==> src/rtl/i2c_master_tx.sv <==
// Write-only I2C master: START, 7-bit address (R/W=0), streamed data bytes with
// per-byte ACK sampling, then STOP. Open-drain drives: 1 = release, 0 = pull low.
module i2c_master_tx #(
    parameter int QTR = 4
) (
    input  logic       clk,
    input  logic       rst,
    input  logic       tx_start,
    input  logic [6:0] tx_addr,
    input  logic [7:0] byte_data,
    input  logic       byte_valid,
    output logic       byte_ready,
    input  logic       sda_in,
    output logic       scl_out,
    output logic       sda_out,
    output logic       busy,
    output logic       done,
    output logic       nack_err
);

    typedef enum logic [2:0] {
        S_IDLE,
        S_START,
        S_SHIFT,
        S_ACK,
        S_STOP
    } state_t;

    localparam logic [7:0] QTR_LAST = 8'(QTR - 1);

    state_t     r_state, w_state_nxt;
    logic [7:0] r_qcnt, w_qcnt_nxt;
    logic [1:0] r_phase, w_phase_nxt;
    logic [2:0] r_bitcnt, w_bitcnt_nxt;
    logic [7:0] r_shift, w_shift_nxt;
    logic       r_ack;
    logic       r_busy, w_busy_nxt;
    logic       r_nack, w_nack_nxt;
    logic       r_scl, r_sda, r_done, r_ready;
    logic       w_scl_nxt, w_sda_nxt, w_done_nxt, w_ready_nxt;
    logic       w_tick, w_accept, w_slot_end, w_load, w_ack_smp;

    // A start on the done cycle is dropped: state is already IDLE there.
    assign w_tick     = (r_state != S_IDLE) && (r_qcnt == QTR_LAST);
    assign w_accept   = (r_state == S_IDLE) && tx_start && !r_done;
    assign w_slot_end = w_tick && (r_phase == 2'd3);
    assign w_ack_smp  = (r_state == S_ACK) && w_tick && (r_phase == 2'd2);
    assign w_load     = (r_state == S_ACK) && w_slot_end && r_ack && byte_valid;

    // State register
    always_ff @(posedge clk) begin
        if (rst) r_state <= S_IDLE;
        else     r_state <= w_state_nxt;
    end

    // Next-state logic
    always_comb begin
        w_state_nxt = r_state;
        case (r_state)
            S_IDLE:  if (w_accept) w_state_nxt = S_START;
            S_START: if (w_tick && r_phase == 2'd1) w_state_nxt = S_SHIFT;
            S_SHIFT: if (w_slot_end && r_bitcnt == 3'd7) w_state_nxt = S_ACK;
            S_ACK: begin
                if (w_slot_end) begin
                    if (r_ack && byte_valid) w_state_nxt = S_SHIFT;
                    else                     w_state_nxt = S_STOP;
                end
            end
            S_STOP:  if (w_slot_end) w_state_nxt = S_IDLE;
            default: w_state_nxt = S_IDLE;
        endcase
    end

    // Datapath next values
    always_comb begin
        w_qcnt_nxt   = (r_state == S_IDLE || w_tick) ? 8'd0 : r_qcnt + 8'd1;
        w_phase_nxt  = r_phase;
        if (r_state == S_IDLE || w_state_nxt != r_state) w_phase_nxt = 2'd0;
        else if (w_tick)                                 w_phase_nxt = r_phase + 2'd1;
        w_bitcnt_nxt = r_bitcnt;
        if (r_state == S_SHIFT && w_slot_end) w_bitcnt_nxt = r_bitcnt + 3'd1;
        w_shift_nxt  = r_shift;
        if (w_accept)                              w_shift_nxt = {tx_addr, 1'b0};
        else if (r_state == S_SHIFT && w_slot_end) w_shift_nxt = {r_shift[6:0], 1'b0};
        else if (w_load)                           w_shift_nxt = byte_data;
        w_busy_nxt   = r_busy;
        if (w_accept)                             w_busy_nxt = 1'b1;
        else if (r_state == S_STOP && w_slot_end) w_busy_nxt = 1'b0;
        w_nack_nxt   = r_nack;
        if (w_accept)                                    w_nack_nxt = 1'b0;
        else if (r_state == S_ACK && w_slot_end && !r_ack) w_nack_nxt = 1'b1;
    end

    always_ff @(posedge clk) begin
        if (rst) begin
            r_qcnt   <= 8'd0;
            r_phase  <= 2'd0;
            r_bitcnt <= 3'd0;
            r_shift  <= 8'd0;
            r_ack    <= 1'b0;
            r_busy   <= 1'b0;
            r_nack   <= 1'b0;
        end else begin
            r_qcnt   <= w_qcnt_nxt;
            r_phase  <= w_phase_nxt;
            r_bitcnt <= w_bitcnt_nxt;
            r_shift  <= w_shift_nxt;
            r_busy   <= w_busy_nxt;
            r_nack   <= w_nack_nxt;
            if (w_ack_smp) r_ack <= ~sda_in;
        end
    end

    // Pad levels are decoded from the next state/phase so the registered
    // outputs line up with the state they belong to, with no extra cycle.
    always_comb begin
        w_scl_nxt   = 1'b1;
        w_sda_nxt   = 1'b1;
        w_done_nxt  = (r_state == S_STOP) && w_slot_end;
        w_ready_nxt = w_load;
        case (w_state_nxt)
            S_IDLE: begin
                w_scl_nxt = 1'b1;
                w_sda_nxt = 1'b1;
            end
            S_START: begin
                w_scl_nxt = 1'b1;
                w_sda_nxt = 1'b0;
            end
            S_SHIFT: begin
                w_scl_nxt = w_phase_nxt[1];
                w_sda_nxt = w_shift_nxt[7];
            end
            S_ACK: begin
                w_scl_nxt = w_phase_nxt[1];
                w_sda_nxt = 1'b1;
            end
            S_STOP: begin
                w_scl_nxt = w_phase_nxt[1];
                w_sda_nxt = (w_phase_nxt == 2'd3);
            end
            default: begin
                w_scl_nxt = 1'b1;
                w_sda_nxt = 1'b1;
            end
        endcase
    end

    always_ff @(posedge clk) begin
        if (rst) begin
            r_scl   <= 1'b1;
            r_sda   <= 1'b1;
            r_done  <= 1'b0;
            r_ready <= 1'b0;
        end else begin
            r_scl   <= w_scl_nxt;
            r_sda   <= w_sda_nxt;
            r_done  <= w_done_nxt;
            r_ready <= w_ready_nxt;
        end
    end

    assign scl_out    = r_scl;
    assign sda_out    = r_sda;
    assign busy       = r_busy;
    assign done       = r_done;
    assign byte_ready = r_ready;
    assign nack_err   = r_nack;

endmodule

==> config.mk <==
export PLATFORM = sky130hd
export DESIGN_NAME = i2c_master_tx
export DESIGN_NICKNAME = d
export VERILOG_FILES = /design/src/rtl/i2c_master_tx.sv
export SDC_FILE = /design/constraint.sdc
export NUM_CORES = 1
export LEC_CHECK = 0
export ABC_AREA = 1
export CORE_ASPECT_RATIO = 0.75
export CORE_UTILIZATION = 40
export DETAILED_ROUTE_END_ITERATION = 10
export SLEW_MARGIN = 20
export SYNTH_ARGS = -nofsm -noshare
export SYNTH_HDL_FRONTEND = slang
export SYNTH_SLANG_ARGS = --single-unit
==> constraint.sdc <==
create_clock -name clk -period 1.7 [get_ports clk]
set_input_delay 0.34 -clock clk [delete_from_list [all_inputs] [get_ports clk]]
set_output_delay 0.34 -clock clk [all_outputs]
set_load 0.01 [all_outputs]
**After elaboration in Yosys (flattened, before gate mapping)**

Index checks and enable logic that the tools add are counted.

- Logic and storage cells: 77
- Flip-flop bits (word level): 31
- Input port bits: 20
- Output and inout bits: 6

- Bitwise operators: 2
- Add/sub/neg operators: 3
- Reductions and logical operators: 28
- Equality and inequality tests: 15
- Multiplexer cells: 15

Operator list:

| cell | number |
|---|---|
| 8-bit two-way mux | 3 |
| 3-bit two-way mux | 6 |
| 1-bit logical AND | 15 |
| 3-bit one-hot mux with 5 select lines | 1 |
| 3-bit by 2-bit equality test with 1-bit output (second input constant) | 4 |
| 3-bit equality test (second input constant) | 3 |
| 8-bit by 1-bit adder with 8-bit output (second input constant) | 1 |
| 8-bit by 2-bit equality test with 1-bit output (second input constant) | 1 |
| 2-bit equality test (second input constant) | 3 |
| 3-bit by 1-bit equality test with 1-bit output (second input constant) | 2 |
| 3-bit nonzero test | 2 |
| 2-bit OR reduction | 3 |
| 3-bit OR reduction | 2 |
| 2-bit two-way mux | 2 |
| 3-bit by 1-bit adder with 3-bit output (second input constant) | 1 |
| 3-bit zero test | 1 |
| 3-bit inequality test | 1 |
| 1-bit one-hot mux with 3 select lines | 1 |
| 2-bit by 1-bit adder with 2-bit output (second input constant) | 1 |
| 2-bit by 1-bit equality test with 1-bit output (second input constant) | 1 |
| 1-bit zero test | 2 |
| 1-bit logical OR | 2 |
| 1-bit two-way mux | 2 |
| 1-bit inverter | 2 |
| 2-bit nonzero test | 1 |

**Logic depth before layout (Yosys ltp)**

- Depth in word-level cells: 11
- Depth in mapped cells: 14
- Mapped depth without buffers: 14

**Worst setup path after synthesis**

No wires, ideal clock.

- Path kind: reg-to-reg
- From: reg r_qcnt[0]
- To: reg r_sda, in the netlist sda_out
- Arrival: 1.462 ns
- Clock period less this slack: 1.576 ns
- Path buffers: 0
- Setup slack: 0.124 ns
- Setup time: 0.114 ns
- Data required time: 1.586 ns
- Stages on the path, launching flop included: 13
- Cells stage by stage: dfxtp_1 > ha_1 > nand2_1 > nor2_4 > nand3_4 > nor2_8 > nand2_2 > nand2_1 > nand3_1 > nand2_1 > nor2_1 > nor2_1 > nand2_1

- Word-level cells in the longest chain between the ends: 11
- Elaborated cells on any way between the ends: 26
- Classes of those cells: 6 x eq/ne; 11 x mux; 9 x reduce/logical

RTL lines:

| what | RTL line | source |
|---|---|---|
| start, declared | 32 | `logic [7:0] r_qcnt, w_qcnt_nxt;` |
| start signal, assigned | 104 | `r_qcnt <= w_qcnt_nxt;` |
| 8-bit by 2-bit equality test with 1-bit output * | 44 | `assign w_tick = (r_state != S_IDLE) && (r_qcnt == QTR_LAST);` |
| 1-bit logical AND * | 44 |  |
| 1-bit logical AND | 46 | `assign w_slot_end = w_tick && (r_phase == 2'd3);` |
| 1-bit logical AND | 62 | `S_SHIFT: if (w_slot_end && r_bitcnt == 3'd7) w_state_nxt = S_ACK;` |
| 3-bit two-way mux | 62 |  |
| 3-bit one-hot mux with 5 select lines | 59 | `case (r_state)` |
| 3-bit inequality test | 78 | `if (r_state == S_IDLE \|\| w_state_nxt != r_state) w_phase_nxt = 2'd0;` |
| 1-bit logical OR | 78 |  |
| 2-bit two-way mux | 78 |  |
| 2-bit equality test | 140 | `w_sda_nxt = (w_phase_nxt == 2'd3);` |
| 1-bit one-hot mux with 3 select lines * | 121 | `case (w_state_nxt)` |
| end signal, assigned | 157 | `r_sda <= w_sda_nxt;` |
| end, declared | 39 | `logic r_scl, r_sda, r_done, r_ready;` |

Every way passes the cells marked *; elsewhere a longest branch is shown, timed or not. The select of a mux whose other input is x is not followed.
A chain may end at the register's enable or synchronous reset.

**Final worst setup path**

- From: reg r_qcnt[1]
- To: reg r_sda, in the netlist sda_out

The elaborated chain is that of the path after synthesis.

==> metrics.md <==
| Metric | Value |
|---|---|
| Final instance area | 2330 sq um |
| CTS tree | yes |
| Row count | 19 |
| DP Cell Count | between 300 and 400 |
| # setup viols final | 0 |
| Clock power frac | 0.349 |
| Synth Register Bits | 31 |
| HP Start | r_bitcnt[1] |
| Clock Latency Late Sink | 0.28 ns |
| Via/cell ratio | ~5.0 |
| Sequential power share | 0.510 |
| Layout Cells excl Fill | 340 |
| Post-Syn Nets | 255 |
| Initial DRC Count | 139 |
| Placeable Area | 3800 sq um |
| Total GRT Usage | 0.198 |
| RSZ-0062 raised after global routing | true |
| First-pass GRT wire length | 6700 um |
| Register area | 623 sq um |
| Overflow after GRT | 0 |
| Horiz. Die Dim | between 70 and 80 um |
| Status | completed |
| Worst-Margin Slew | 0.349 ns |
| Synth cell types | 26 |
| Io pins | 26 |
| Hold depth | 2 |
| Period utilisation layout | 0.989 |
| Hold Violations, Final | 0 |
| Logic pwr share | 0.141 |
| Antenna Nets Post-Route | 0 |
| Routability cong. | 0.865 |
| Initial Utilization | 0.435 |
| Number of remaining DRC errors | 0 |
| N_diodes | 0 |
| CP max-delay cell | dfxtp_2 |
| P&R area growth vs syn | 41.0% |
| First-pass iteration count of the detailed router | 4 |
| Max incr delay on CP | 0.35 ns |
| # clock sinks | 31 |
| Cell Chain, Critical Path | ha_4 > nand2_1 > nor2_1 > nand2_2 > nor2_4 > buf_4 > xor2_1 > a21oi_1 > nand4_1 > nand2_1 |
| Fraction of layout cells with a size suffix above 1 | 0.250 |
| Clock Skews | 0.00378 ns |
| Leakage Power | a little under 1 nW |
| R2R Path Start | r_qcnt[1] |
| Crit path launch type | register |
| Net switching power figure | 0.000361 W |
| Initial antenna violation count | 0 |
| Synth Warn # | 0 |
| Crit end category | register |
| Post-DP Area | roughly 2200 sq um |
| Vias after detailed routing | 1685 |
| Syn Inst Count | 229 |
| Critical Path RT | 1.88 ns |
| Mapped Area | 1660 sq um |
| Final Slew Violations | 0 |
| Worst setup margin | 0.0179 ns |
| Max_cap viols | 0 |
| Worst-path fanout max | 4 |
| Max clock buf depth | 2 |
| Place WS | -0.0967 ns |
| Full die area | 4400 sq um |
| Syn Area/Cell | 7.23 sq um |
| Min Tclk post-route | 1.68 ns |
| Power per standard cell area | roughly 640 nW/um^2 |
| CTS buffer count | 5 |
| CTS H-tree depth | 2 |
| Achievable Freq | ~590 MHz |
| R2r worst-path depth | 10 |
| Post-DP HPWL | 3150 um |
| Hold Path Sink | r_bitcnt[1] |
| Vias in the first global route | between 1000 and 1500 |
| Chip height | between 50 and 60 um |
| Int Pwr | 0.00113 W |
| Sw Ratio | 0.242 |
| CTS Hold Bufs | 0 |
| Reg2reg setup slack | roughly 0.018 ns |
| Root Buffer | clkbuf_8 |
| FF-to-FF End | sda_out |
| Multi-input gate area | 980 sq um |
| Worst min path class | register to register |
| Fillers | ~360 |
| Critical path class | register to register |
| Slew HR | 0.767 |
| Peak VDD IR | 551 uV |
| Routed WL per cell | 12.3 um |
| Nets@finish | 315 |
| Largest net degree at the start of global routing | 20 |
| WP data arrival | 1.86 ns |
| Cell repeated most along the worst path | nand2_1 |
| Port bufs | 25 |
| Sequential area share after synthesis | 0.375 |
| Clk slew on worst S/H paths | 0.06 ns |
| WL final | 4180 um |
-- cell usage after synthesis, drive strengths merged --
master | instances | area (sq um)
nand2 | 61 | 246
nor2 | 38 | 189
dfxtp | 31 | 621
inv | 28 | 108
a21oi | 15 | 75.1
nand3 | 14 | 82.6
nand4 | 11 | 75.1
nor3 | 7 | 56.3
a41oi | 6 | 52.6
ha | 6 | 75.1
clkbuf | 3 | 11.3
nor4 | 3 | 18.8
nor3b | 2 | 15.0
xor2 | 2 | 17.5
o21a | 1 | 7.51
o21ai | 1 | 5.00
-- layout make-up --
class | count | share of cell area
clock buffers | 6 | 0.0311
inverters | 28 | 0.0472
multi-input cells | 167 | 0.420
flip-flops and latches | 31 | 0.267
well taps | 52 | 0.0279
repair buffers | 56 | 0.207
-- stage by stage --
stage               hold WS (ns)  TNS [ns]  total power, W  utilization
floorplan                  0.418         0        0.000864            -
global placement           0.452    -0.465        0.000967        0.570
detailed placement         0.459    -0.827        0.000966        0.570
CTS                        0.475         0         0.00149        0.590
global route               0.488    -0.454         0.00155        0.613
finish                     0.468         0         0.00149        0.613
-- flip-flops by register name, indices dropped and copies added (netlist names) --
| signal | cells |
|---|---|
| busy | 1 |
| byte_ready | 1 |
| done | 1 |
| nack_err | 1 |
| r_ack | 1 |
| r_bitcnt | 3 |
| r_phase | 2 |
| r_qcnt | 8 |
| r_shift | 8 |
| r_state | 3 |
| scl_out | 1 |
| sda_out | 1 |
-- cells in the final DEF, fill, tap and decap left out --
| cell | instances |
|---|---|
| nand2_1 | 50 |
| clkbuf_1 | 1 |
| dfxtp_2 | 2 |
| nand3_2 | 2 |
| a41oi_1 | 6 |
| dfxtp_1 | 29 |
| nor2_4 | 5 |
| inv_2 | 5 |
| o21ai_1 | 1 |
| nor3_2 | 2 |
| a21oi_1 | 15 |
| nand3_4 | 1 |
| nor3_1 | 4 |
| nor2_8 | 1 |
| nand4_4 | 1 |
| ha_4 | 1 |
| nand3_1 | 11 |
| nor3b_1 | 2 |
| nand2_2 | 9 |
| nor2_1 | 30 |
| inv_4 | 2 |
| nor3_4 | 1 |
| ha_1 | 5 |
| nand4_1 | 10 |
| xor2_1 | 2 |
| nor2_2 | 2 |
| buf_4 | 31 |
| clkbuf_8 | 5 |
| nor4_1 | 3 |
| inv_1 | 21 |
| clkdlybuf4s50_1 | 25 |
| o21a_1 | 1 |
| nand2_4 | 2 |
-- how the worst max path moves through the flow --
stage               cells after the start  slack, ns  startpoint       to
floorplan                              12       0.12   r_qcnt[0]  sda_out
global placement                       10      -0.07    tx_start  sda_out
detailed placement                     10       -0.1    tx_start  sda_out
CTS                                    14       0.01   r_qcnt[0]  sda_out
global route                           14      -0.13   r_qcnt[1]  sda_out
finish                                 10       0.02   r_qcnt[1]  sda_out
-- power by group through the flow --
stage | Sequential [W] | Combinational [W] | Clock, W
6_report | 0.000759 | 0.000209 | 0.000520
5_1_grt | 0.000760 | 0.000230 | 0.000560
4_1_cts | 0.000757 | 0.000196 | 0.000539
3_5_place_dp | 0.000773 | 0.000193 | 0
3_3_place_gp | 0.000773 | 0.000194 | 0
2_1_floorplan | 0.000773 | 0.0000903 | 0
-- layer usage --
| layer | up-vias | wire, um | track usage |
|---|---|---|---|
| li1 | 868 | - | - |
| met1 | 772 | 2330 | 0.298 |
| met2 | 38 | 1600 | 0.268 |
| met3 | 7 | 197 | 0.0488 |
| met4 | 0 | 57 | 0.0742 |
| met5 | - | 0 | 0 |
-- cell families (layout without fill, tap and decap cells) --
group	after synthesis	count (layout)	synth area share
AND/OR/NAND/NOR	136	136	0.413
flip-flops	31	31	0.375
buffers and inverters	31	90	0.0718
AO/OA/AOI/OAI	23	23	0.0847
adder cells (fa/ha/maj)	6	6	0.0454
XOR/XNOR	2	2	0.0106
-- worst max-delay path: cells and delay by family (launching register included) --
family                   cells  cell delay [ns]
AO/OA/AOI/OAI                1             0.07
XOR/XNOR                     1             0.25
adder cells (fa/ha/maj)      1             0.16
buffers and inverters        1             0.15
flip-flops                   1             0.35
AND/OR/NAND/NOR              6             0.60
-- what timing repair did --
item                                    4_1_cts  5_1_grt
buffers inserted                              0        3
pin swaps                                     2       15
gates cloned                                  0        0
endpoints found under the setup margin        1       12
resized for setup                             1       18
No activity file was read; power rests on OpenSTA's default activity.
